**config.mk**
```make
export PLATFORM = sky130hd
export DESIGN_NAME = pc_sequencer
export DESIGN_NICKNAME = d
export VERILOG_FILES = /design/src/rtl/pc_seq_pkg.sv /design/src/rtl/return_stack.sv /design/src/rtl/pc_sequencer.sv
export SDC_FILE = /design/constraint.sdc
export NUM_CORES = 1
export LEC_CHECK = 0
export CORE_MARGIN = 3
export CORE_UTILIZATION = 55
export CTS_CLUSTER_SIZE = 20
export DETAILED_ROUTE_END_ITERATION = 8
export GPL_ROUTABILITY_DRIVEN = 0
export PLACE_DENSITY = 0.77
export SLEW_MARGIN = 20
export SYNTH_ARGS = -nofsm -noshare
export SYNTH_HDL_FRONTEND = slang
export SYNTH_HIERARCHICAL = 1
export SYNTH_SLANG_ARGS = --single-unit
```
**constraint.sdc**
```tcl
create_clock -name clk -period 8.7 [get_ports clk]
set_clock_uncertainty 0.05 [all_clocks]
set_input_delay 1.74 -clock clk [delete_from_list [all_inputs] [get_ports clk]]
set_output_delay 1.74 -clock clk [all_outputs]
set_load 0.02 [all_outputs]
```
**src/rtl/pc_seq_pkg.sv**
```systemverilog
// Shared definitions for the fetch-address sequencer: branch-kind encodings,
// FSM state encoding and the default fetch-address width.
package pc_seq_pkg;

    localparam int PC_W_DEFAULT = 11;

    typedef enum logic [1:0] {
        BR_COND = 2'b00,
        BR_JUMP = 2'b01,
        BR_CALL = 2'b10,
        BR_RET  = 2'b11
    } br_kind_e;

    typedef enum logic [1:0] {
        ST_IDLE   = 2'b00,
        ST_FETCH  = 2'b01,
        ST_FLUSH  = 2'b10,
        ST_HALTED = 2'b11
    } seq_state_e;

endpackage

```
**src/rtl/return_stack.sv**
```systemverilog
// Circular hardware return-address stack. A push onto a full stack
// overwrites the oldest entry; a pop from an empty stack is ignored.
module return_stack #(
    parameter int DEPTH = 8,
    parameter int WIDTH = 11
) (
    input  logic             clk,
    input  logic             rst_n,
    input  logic             i_push,
    input  logic             i_pop,
    input  logic [WIDTH-1:0] i_data,
    output logic [WIDTH-1:0] o_top,
    output logic             o_empty,
    output logic             o_full
);

    localparam int IDX_W = $clog2(DEPTH);

    logic [WIDTH-1:0] r_mem [DEPTH];
    logic [IDX_W-1:0] r_wp;
    logic [IDX_W:0]   r_count;
    logic [IDX_W-1:0] w_top_idx;

    // r_wp is the next free slot; when full it also points at the oldest
    // entry, so a plain write there gives the circular overwrite.
    assign w_top_idx = r_wp - IDX_W'(1);
    assign o_top     = r_mem[w_top_idx];
    assign o_empty   = (r_count == '0);
    assign o_full    = (r_count == (IDX_W+1)'(DEPTH));

    always_ff @(posedge clk) begin
        if (i_push) begin
            r_mem[r_wp] <= i_data;
        end
    end

    always_ff @(posedge clk or negedge rst_n) begin
        if (!rst_n) begin
            r_wp    <= '0;
            r_count <= '0;
        end else if (i_push) begin
            r_wp <= r_wp + IDX_W'(1);
            if (!o_full) begin
                r_count <= r_count + (IDX_W+1)'(1);
            end
        end else if (i_pop && !o_empty) begin
            r_wp    <= r_wp - IDX_W'(1);
            r_count <= r_count - (IDX_W+1)'(1);
        end
    end

endmodule

```
**src/rtl/pc_sequencer.sv**
```systemverilog
// Fetch-address sequencer: owns the program counter, applies branch-unit
// redirects (with a return-address stack for call/return) and drives flush.
module pc_sequencer
    import pc_seq_pkg::*;
#(
    parameter int PC_W         = PC_W_DEFAULT,
    parameter int RAS_DEPTH    = 8,
    parameter int FLUSH_CYCLES = 1
) (
    input  logic            clk,
    input  logic            rst_n,
    input  logic            fetch_ready,
    input  logic            halt,
    input  logic            br_valid,
    input  logic [1:0]      br_kind,
    input  logic            br_taken,
    input  logic [PC_W-1:0] br_target,
    input  logic [PC_W-1:0] br_link,
    output logic [PC_W-1:0] pc,
    output logic            fetch_valid,
    output logic            flush,
    output logic            ras_overflow,
    output logic            ras_underflow
);

    localparam int CNT_W = (FLUSH_CYCLES > 1) ? $clog2(FLUSH_CYCLES) : 1;

    seq_state_e       r_state;
    seq_state_e       w_state_next;
    logic [PC_W-1:0]  r_pc;
    logic [PC_W-1:0]  w_pc_next;
    logic [CNT_W-1:0] r_cnt;
    logic [CNT_W-1:0] w_cnt_next;
    logic             r_fetch_valid;
    logic             r_flush;
    logic             r_ovf;
    logic             r_unf;

    logic             w_active;
    logic             w_redirect;
    logic             w_is_call;
    logic             w_is_ret;
    logic             w_ras_empty;
    logic             w_ras_full;
    logic [PC_W-1:0]  w_ras_top;
    logic [PC_W-1:0]  w_target;

    // Branch results only count while fetching or halted; IDLE/FLUSH drop them.
    assign w_active   = (r_state == ST_FETCH) || (r_state == ST_HALTED);
    assign w_redirect = w_active && br_valid &&
                        ((br_kind != BR_COND) || br_taken);
    assign w_is_call  = w_redirect && (br_kind == BR_CALL);
    assign w_is_ret   = w_redirect && (br_kind == BR_RET);
    assign w_target   = (w_is_ret && !w_ras_empty) ? w_ras_top : br_target;

    return_stack #(
        .DEPTH (RAS_DEPTH),
        .WIDTH (PC_W)
    ) u_ras (
        .clk     (clk),
        .rst_n   (rst_n),
        .i_push  (w_is_call),
        .i_pop   (w_is_ret),
        .i_data  (br_link),
        .o_top   (w_ras_top),
        .o_empty (w_ras_empty),
        .o_full  (w_ras_full)
    );

    always_comb begin
        w_state_next = r_state;
        w_pc_next    = r_pc;
        w_cnt_next   = r_cnt;
        if (w_redirect) begin
            w_state_next = ST_FLUSH;
            w_pc_next    = w_target;
            w_cnt_next   = CNT_W'(FLUSH_CYCLES - 1);
        end else begin
            case (r_state)
                ST_IDLE: begin
                    w_state_next = ST_FETCH;
                end
                ST_FETCH: begin
                    if (halt) begin
                        w_state_next = ST_HALTED;
                    end else if (fetch_ready) begin
                        w_pc_next = r_pc + PC_W'(1);
                    end
                end
                ST_FLUSH: begin
                    if (r_cnt == '0) begin
                        w_state_next = halt ? ST_HALTED : ST_FETCH;
                    end else begin
                        w_cnt_next = r_cnt - CNT_W'(1);
                    end
                end
                ST_HALTED: begin
                    if (!halt) begin
                        w_state_next = ST_FETCH;
                    end
                end
                default: begin
                    w_state_next = ST_IDLE;
                end
            endcase
        end
    end

    always_ff @(posedge clk or negedge rst_n) begin
        if (!rst_n) begin
            r_state       <= ST_IDLE;
            r_pc          <= '0;
            r_cnt         <= '0;
            r_fetch_valid <= 1'b0;
            r_flush       <= 1'b0;
            r_ovf         <= 1'b0;
            r_unf         <= 1'b0;
        end else begin
            r_state       <= w_state_next;
            r_pc          <= w_pc_next;
            r_cnt         <= w_cnt_next;
            r_fetch_valid <= (w_state_next == ST_FETCH);
            r_flush       <= w_redirect;
            if (w_is_call && w_ras_full) begin
                r_ovf <= 1'b1;
            end
            if (w_is_ret && w_ras_empty) begin
                r_unf <= 1'b1;
            end
        end
    end

    assign pc            = r_pc;
    assign fetch_valid   = r_fetch_valid;
    assign flush         = r_flush;
    assign ras_overflow  = r_ovf;
    assign ras_underflow = r_unf;

endmodule
```
==> impl_metrics.prom <==
# TYPE chip_impl_metric gauge
chip_impl_info{name="run_status",value="finished, final reports clean"} 1
chip_impl_info{name="top_cell_by_count_worst_path",value="sky130_fd_sc_hd__nor2_1"} 1
chip_impl_metric{name="max_slew_margin",unit="%"} 32.0
chip_impl_metric{name="max_cap_viol_count",unit=""} 0
chip_impl_metric{name="utilization",unit="%"} 66.2
chip_impl_metric{name="floorplan.rows",unit=""} 33
chip_impl_info{name="synth_commonest_cells",value="88 x sky130_fd_sc_hd__edfxtp_1, 24 x sky130_fd_sc_hd__dfrtp_1, 19 x sky130_fd_sc_hd__mux2i_1"} 1
chip_impl_metric{name="post-route-min-period",unit="ns"} 4.18
chip_impl_metric{name="required",unit="ns"} 8.63
chip_impl_metric{name="global_route_usage_sum",unit="%"} 17.7
chip_impl_metric{name="grt_pass1_vias",unit=""} 2535
chip_impl_metric{name="maximum_number_of_pins_on_one_net_before_global_route_repair",unit=""} 30
chip_impl_info{name="yosysMostFrequentCell",value="sky130_fd_sc_hd__edfxtp_1"} 1
chip_impl_metric{name="ratio_of_cells_with_drive_above_1_in_the_final_layout",unit="%"} 16.2
chip_impl_metric{name="worstSkewPairLatency",unit="ns"} 0.36
chip_impl_metric{name="ant_nets",unit=""} 0
chip_impl_metric{name="ys_types",unit=""} 45
chip_impl_metric{name="cts-root-to-sink-buffers",unit=""} 2
chip_impl_metric{name="ys_ff_latch",unit=""} 112
chip_impl_metric{name="total_leakage_power",unit="nW"} 1.94
chip_impl_metric{name="count_of_endpoints_failing_setup_in_the_final_report",unit=""} 0
chip_impl_metric{name="die-width",unit="µm"} 100
chip_impl_metric{name="dieArea",unit="µm²"} 10000
chip_impl_metric{name="cts-resized-gates",unit=""} 0
chip_impl_info{name="rsz0062_at_grt",value="false"} 1
chip_impl_metric{name="area.growth.synth_to_final",unit="%"} 14.3
chip_impl_metric{name="number_of_ports_placed_on_the_die_boundary",unit=""} 45
chip_impl_metric{name="synth_enable_flop_cells",unit=""} 88
chip_impl_info{name="synthDominantAreaCellType",value="sky130_fd_sc_hd__edfxtp_1"} 1
chip_impl_metric{name="detailed_place_hpwl",unit="µm"} 5860
chip_impl_metric{name="critPathMaxStageDelay",unit="ns"} 0.84
chip_impl_metric{name="drt_iter0_drc",unit=""} 187
chip_impl_metric{name="fin_setup_tns",unit="ns"} 0
chip_impl_metric{name="routedWlPerCell",unit="µm"} 19.8
chip_impl_metric{name="antenna_violations_before_repair",unit=""} 0
chip_impl_metric{name="synth_async_sr_flop_share",unit="%"} 21.4
chip_impl_metric{name="post_synth_fa_ha_maj_area_fraction",unit="%"} 1.69
chip_impl_metric{name="diodes",unit=""} 0
chip_impl_metric{name="synthSimpleGateAreaFrac",unit="%"} 6.31
chip_impl_metric{name="cts_hold_repair.buffers",unit=""} 0
chip_impl_metric{name="muxShareOfSynthArea",unit="%"} 18.1
chip_impl_metric{name="syn_area_per_cell",unit="µm²"} 17.7
chip_impl_metric{name="die_height",unit="µm"} 100
chip_impl_metric{name="share_of_the_synthesized_area_in_compound_gates_ao_oa_aoi_oai",unit="%"} 2.38
chip_impl_metric{name="firstDrtPassIters",unit=""} 4
chip_impl_info{name="tritoncts_clock_tree",value="built"} 1
chip_impl_metric{name="filler_cell_count",unit=""} 591
chip_impl_metric{name="vdd.ir_drop.worst",unit="mV"} 0.132
chip_impl_metric{name="routed_wl",unit="µm"} 8550
chip_impl_metric{name="synthesized_area",unit="µm²"} 4880
chip_impl_metric{name="finalHoldViolations",unit=""} 0
chip_impl_info{name="hold_path.class",value="reg -> reg"} 1
chip_impl_metric{name="synth.yosys.seq_area_share",unit="%"} 66.5
chip_impl_metric{name="clk_transition_reported_paths",unit="ns"} 0.12
chip_impl_metric{name="max_clock_freq",unit="MHz"} 239
chip_impl_metric{name="yosys.area_share.xor_xnor",unit="%"} 2.51
chip_impl_metric{name="htree_levels",unit=""} 3
chip_impl_metric{name="synthesis.yosys.warnings",unit=""} 6
chip_impl_metric{name="power",unit="mW"} 1.59
chip_impl_metric{name="powerDensity",unit="nW/µm²"} 284
chip_impl_metric{name="drt_drc_violations_left",unit=""} 0
chip_impl_metric{name="initial_utilization",unit="%"} 57.9
chip_impl_metric{name="grt_pass1_wl",unit="µm"} 13400
chip_impl_metric{name="worstPathArrival",unit="ns"} 4.11
chip_impl_metric{name="grt_overflow",unit=""} 0
chip_impl_metric{name="syn_nets",unit=""} 311
chip_impl_metric{name="core",unit="µm²"} 8420
chip_impl_metric{name="max_transition_viols_final",unit=""} 0
chip_impl_metric{name="synth_top_area_share",unit="%"} 54.2
chip_impl_metric{name="via_per_inst",unit=""} 5.81
chip_impl_metric{name="tightest_slew",unit="ns"} 1.02
chip_impl_info{name="crit_chain",value="clkdlybuf4s50_1, nand3_1, nor2_1, nand2_1, nor2_1"} 1
chip_impl_metric{name="routed-via-count",unit=""} 2511
chip_impl_metric{name="cp_max_fo",unit=""} 15
chip_impl_info{name="synth_top_family_by_area",value="multiplexers"} 1
chip_impl_metric{name="fin_nets",unit=""} 358
chip_impl_info{name="timing_worst_setup_path_type",value="in -> reg"} 1
chip_impl_info{name="crit_path_top_delay_cell",value="sky130_fd_sc_hd__nor2_1"} 1
chip_impl_metric{name="clock_sinks",unit=""} 112
chip_impl_info{name="cp-end-kind",value="flip-flop"} 1
chip_impl_info{name="ctsRootBufferMaster",value="sky130_fd_sc_hd__clkbuf_8"} 1
chip_impl_info{name="dominantRegCellSynth",value="sky130_fd_sc_hd__edfxtp_1"} 1
chip_impl_metric{name="clock_buffers_created_by_tritoncts",unit=""} 9
chip_impl_metric{name="fin_crit_sh",unit="%"} 48.0
chip_impl_metric{name="syn_inst",unit=""} 275
chip_impl_metric{name="cts_post_setup_buffers_inserted",unit=""} 0
chip_impl_info{name="ys_top_cells_by_area",value="sky130_fd_sc_hd__edfxtp_1 54%, sky130_fd_sc_hd__dfrtp_1 12%, sky130_fd_sc_hd__mux4_2 6.9%"} 1
chip_impl_info{name="critPathLaunchType",value="input pin"} 1
chip_impl_metric{name="numPortBuffers",unit=""} 44
[final timing paths]
path	cells past startpoint	start	end	slack, ns
worst max-delay path	5	br_kind[1]	u_ras/r_mem[1][4]$_DFFE_PP_	4.52
worst min-delay path	1	ras_underflow$_DFFE_PN0P_	ras_underflow$_DFFE_PN0P_	0.42
worst max register to register	7	u_ras/r_wp[0]$_DFFE_PN0P_	pc[4]$_DFFE_PN0P_	5.38
worst min register to register	1	ras_underflow$_DFFE_PN0P_	ras_underflow$_DFFE_PN0P_	0.42
max in group asynchronous	1	rst_n	pc[5]$_DFFE_PN0P_	6.94
min in group asynchronous	1	rst_n	u_ras/r_count[1]$_DFFE_PN0P_	1.29
[power by group]
group          total, mW  switching [mW]  internal (mW)  leakage (nW)
Sequential         0.675          0.0491          0.626          1.07
Combinational      0.602           0.273          0.330         0.764
Clock              0.309           0.193          0.116         0.101
[flip-flops by register name (all words and copies together), names as in the netlist, 2 cells and up]
| name | count |
|---|---|
| u_ras/r_count | 4 |
| u_ras/r_wp | 3 |
| r_state | 2 |
| u_ras/r_mem | 88 |
| pc | 11 |
[cells in the final DEF (no fill, tap or decap), types with 9 or more instances in the layout]
cell                              count
sky130_fd_sc_hd__nor2_1              12
sky130_fd_sc_hd__nand2_1             15
sky130_fd_sc_hd__mux4_2              15
sky130_fd_sc_hd__clkdlybuf4s50_1     43
sky130_fd_sc_hd__mux2i_1             19
sky130_fd_sc_hd__edfxtp_1            88
sky130_fd_sc_hd__dfrtp_1             24
sky130_fd_sc_hd__xor2_1              10
sky130_fd_sc_hd__clkbuf_8             9
[cells by family (layout without fill, tap and decap cells)]
family / after synthesis / after routing
buf+inv: 17 / 69
simple gates: 57 / 57
compound gates: 15 / 15
xor+xnor: 14 / 14
mux: 54 / 54
flops: 112 / 112
fa+ha+maj: 6 / 6
[worst max-delay path, delay by kind of cell]
family | cells | cell delay, ns
buf+inv | 1 | 0.51
simple gates | 4 | 1.85
[stage by stage]
| stage | instances | hold slack, ns | setup WS, ns | cell area, µm² |
|---|---|---|---|---|
| after floorplan | 275 | 0.496 | 4.97 | 4880 |
| after global placement | 416 | 0.392 | 4.24 | 5380 |
| after detailed placement | 416 | 0.399 | 4.12 | 5380 |
| after CTS | 432 | 0.428 | 4.51 | 5580 |
| after global routing | 432 | 0.437 | 4.32 | 5580 |
| final | 432 | 0.422 | 4.52 | 5580 |
[cell type report]
| cell class | count | area [µm²] | area share [%] |
|---|---|---|---|
| tap | 105 | 131 | 2.35 |
| clock inverter | 7 | 82.6 | 1.48 |
| inverter | 5 | 18.8 | 0.336 |
| sequential | 112 | 3240 | 58.1 |
| timing repair buffer | 48 | 465 | 8.34 |
| multi-input combinational | 146 | 1510 | 27.1 |
| clock buffer | 9 | 124 | 2.22 |
[metal layers]
layer | global-route usage (%) | part of all wire [%]
met1 | 26.3 | 48
met2 | 27.2 | 47
met3 | 3.47 | 5.1
met4 | 4.56 | 0.74
met5 | 0 | 0
Power figures use the tool's default switching activity.
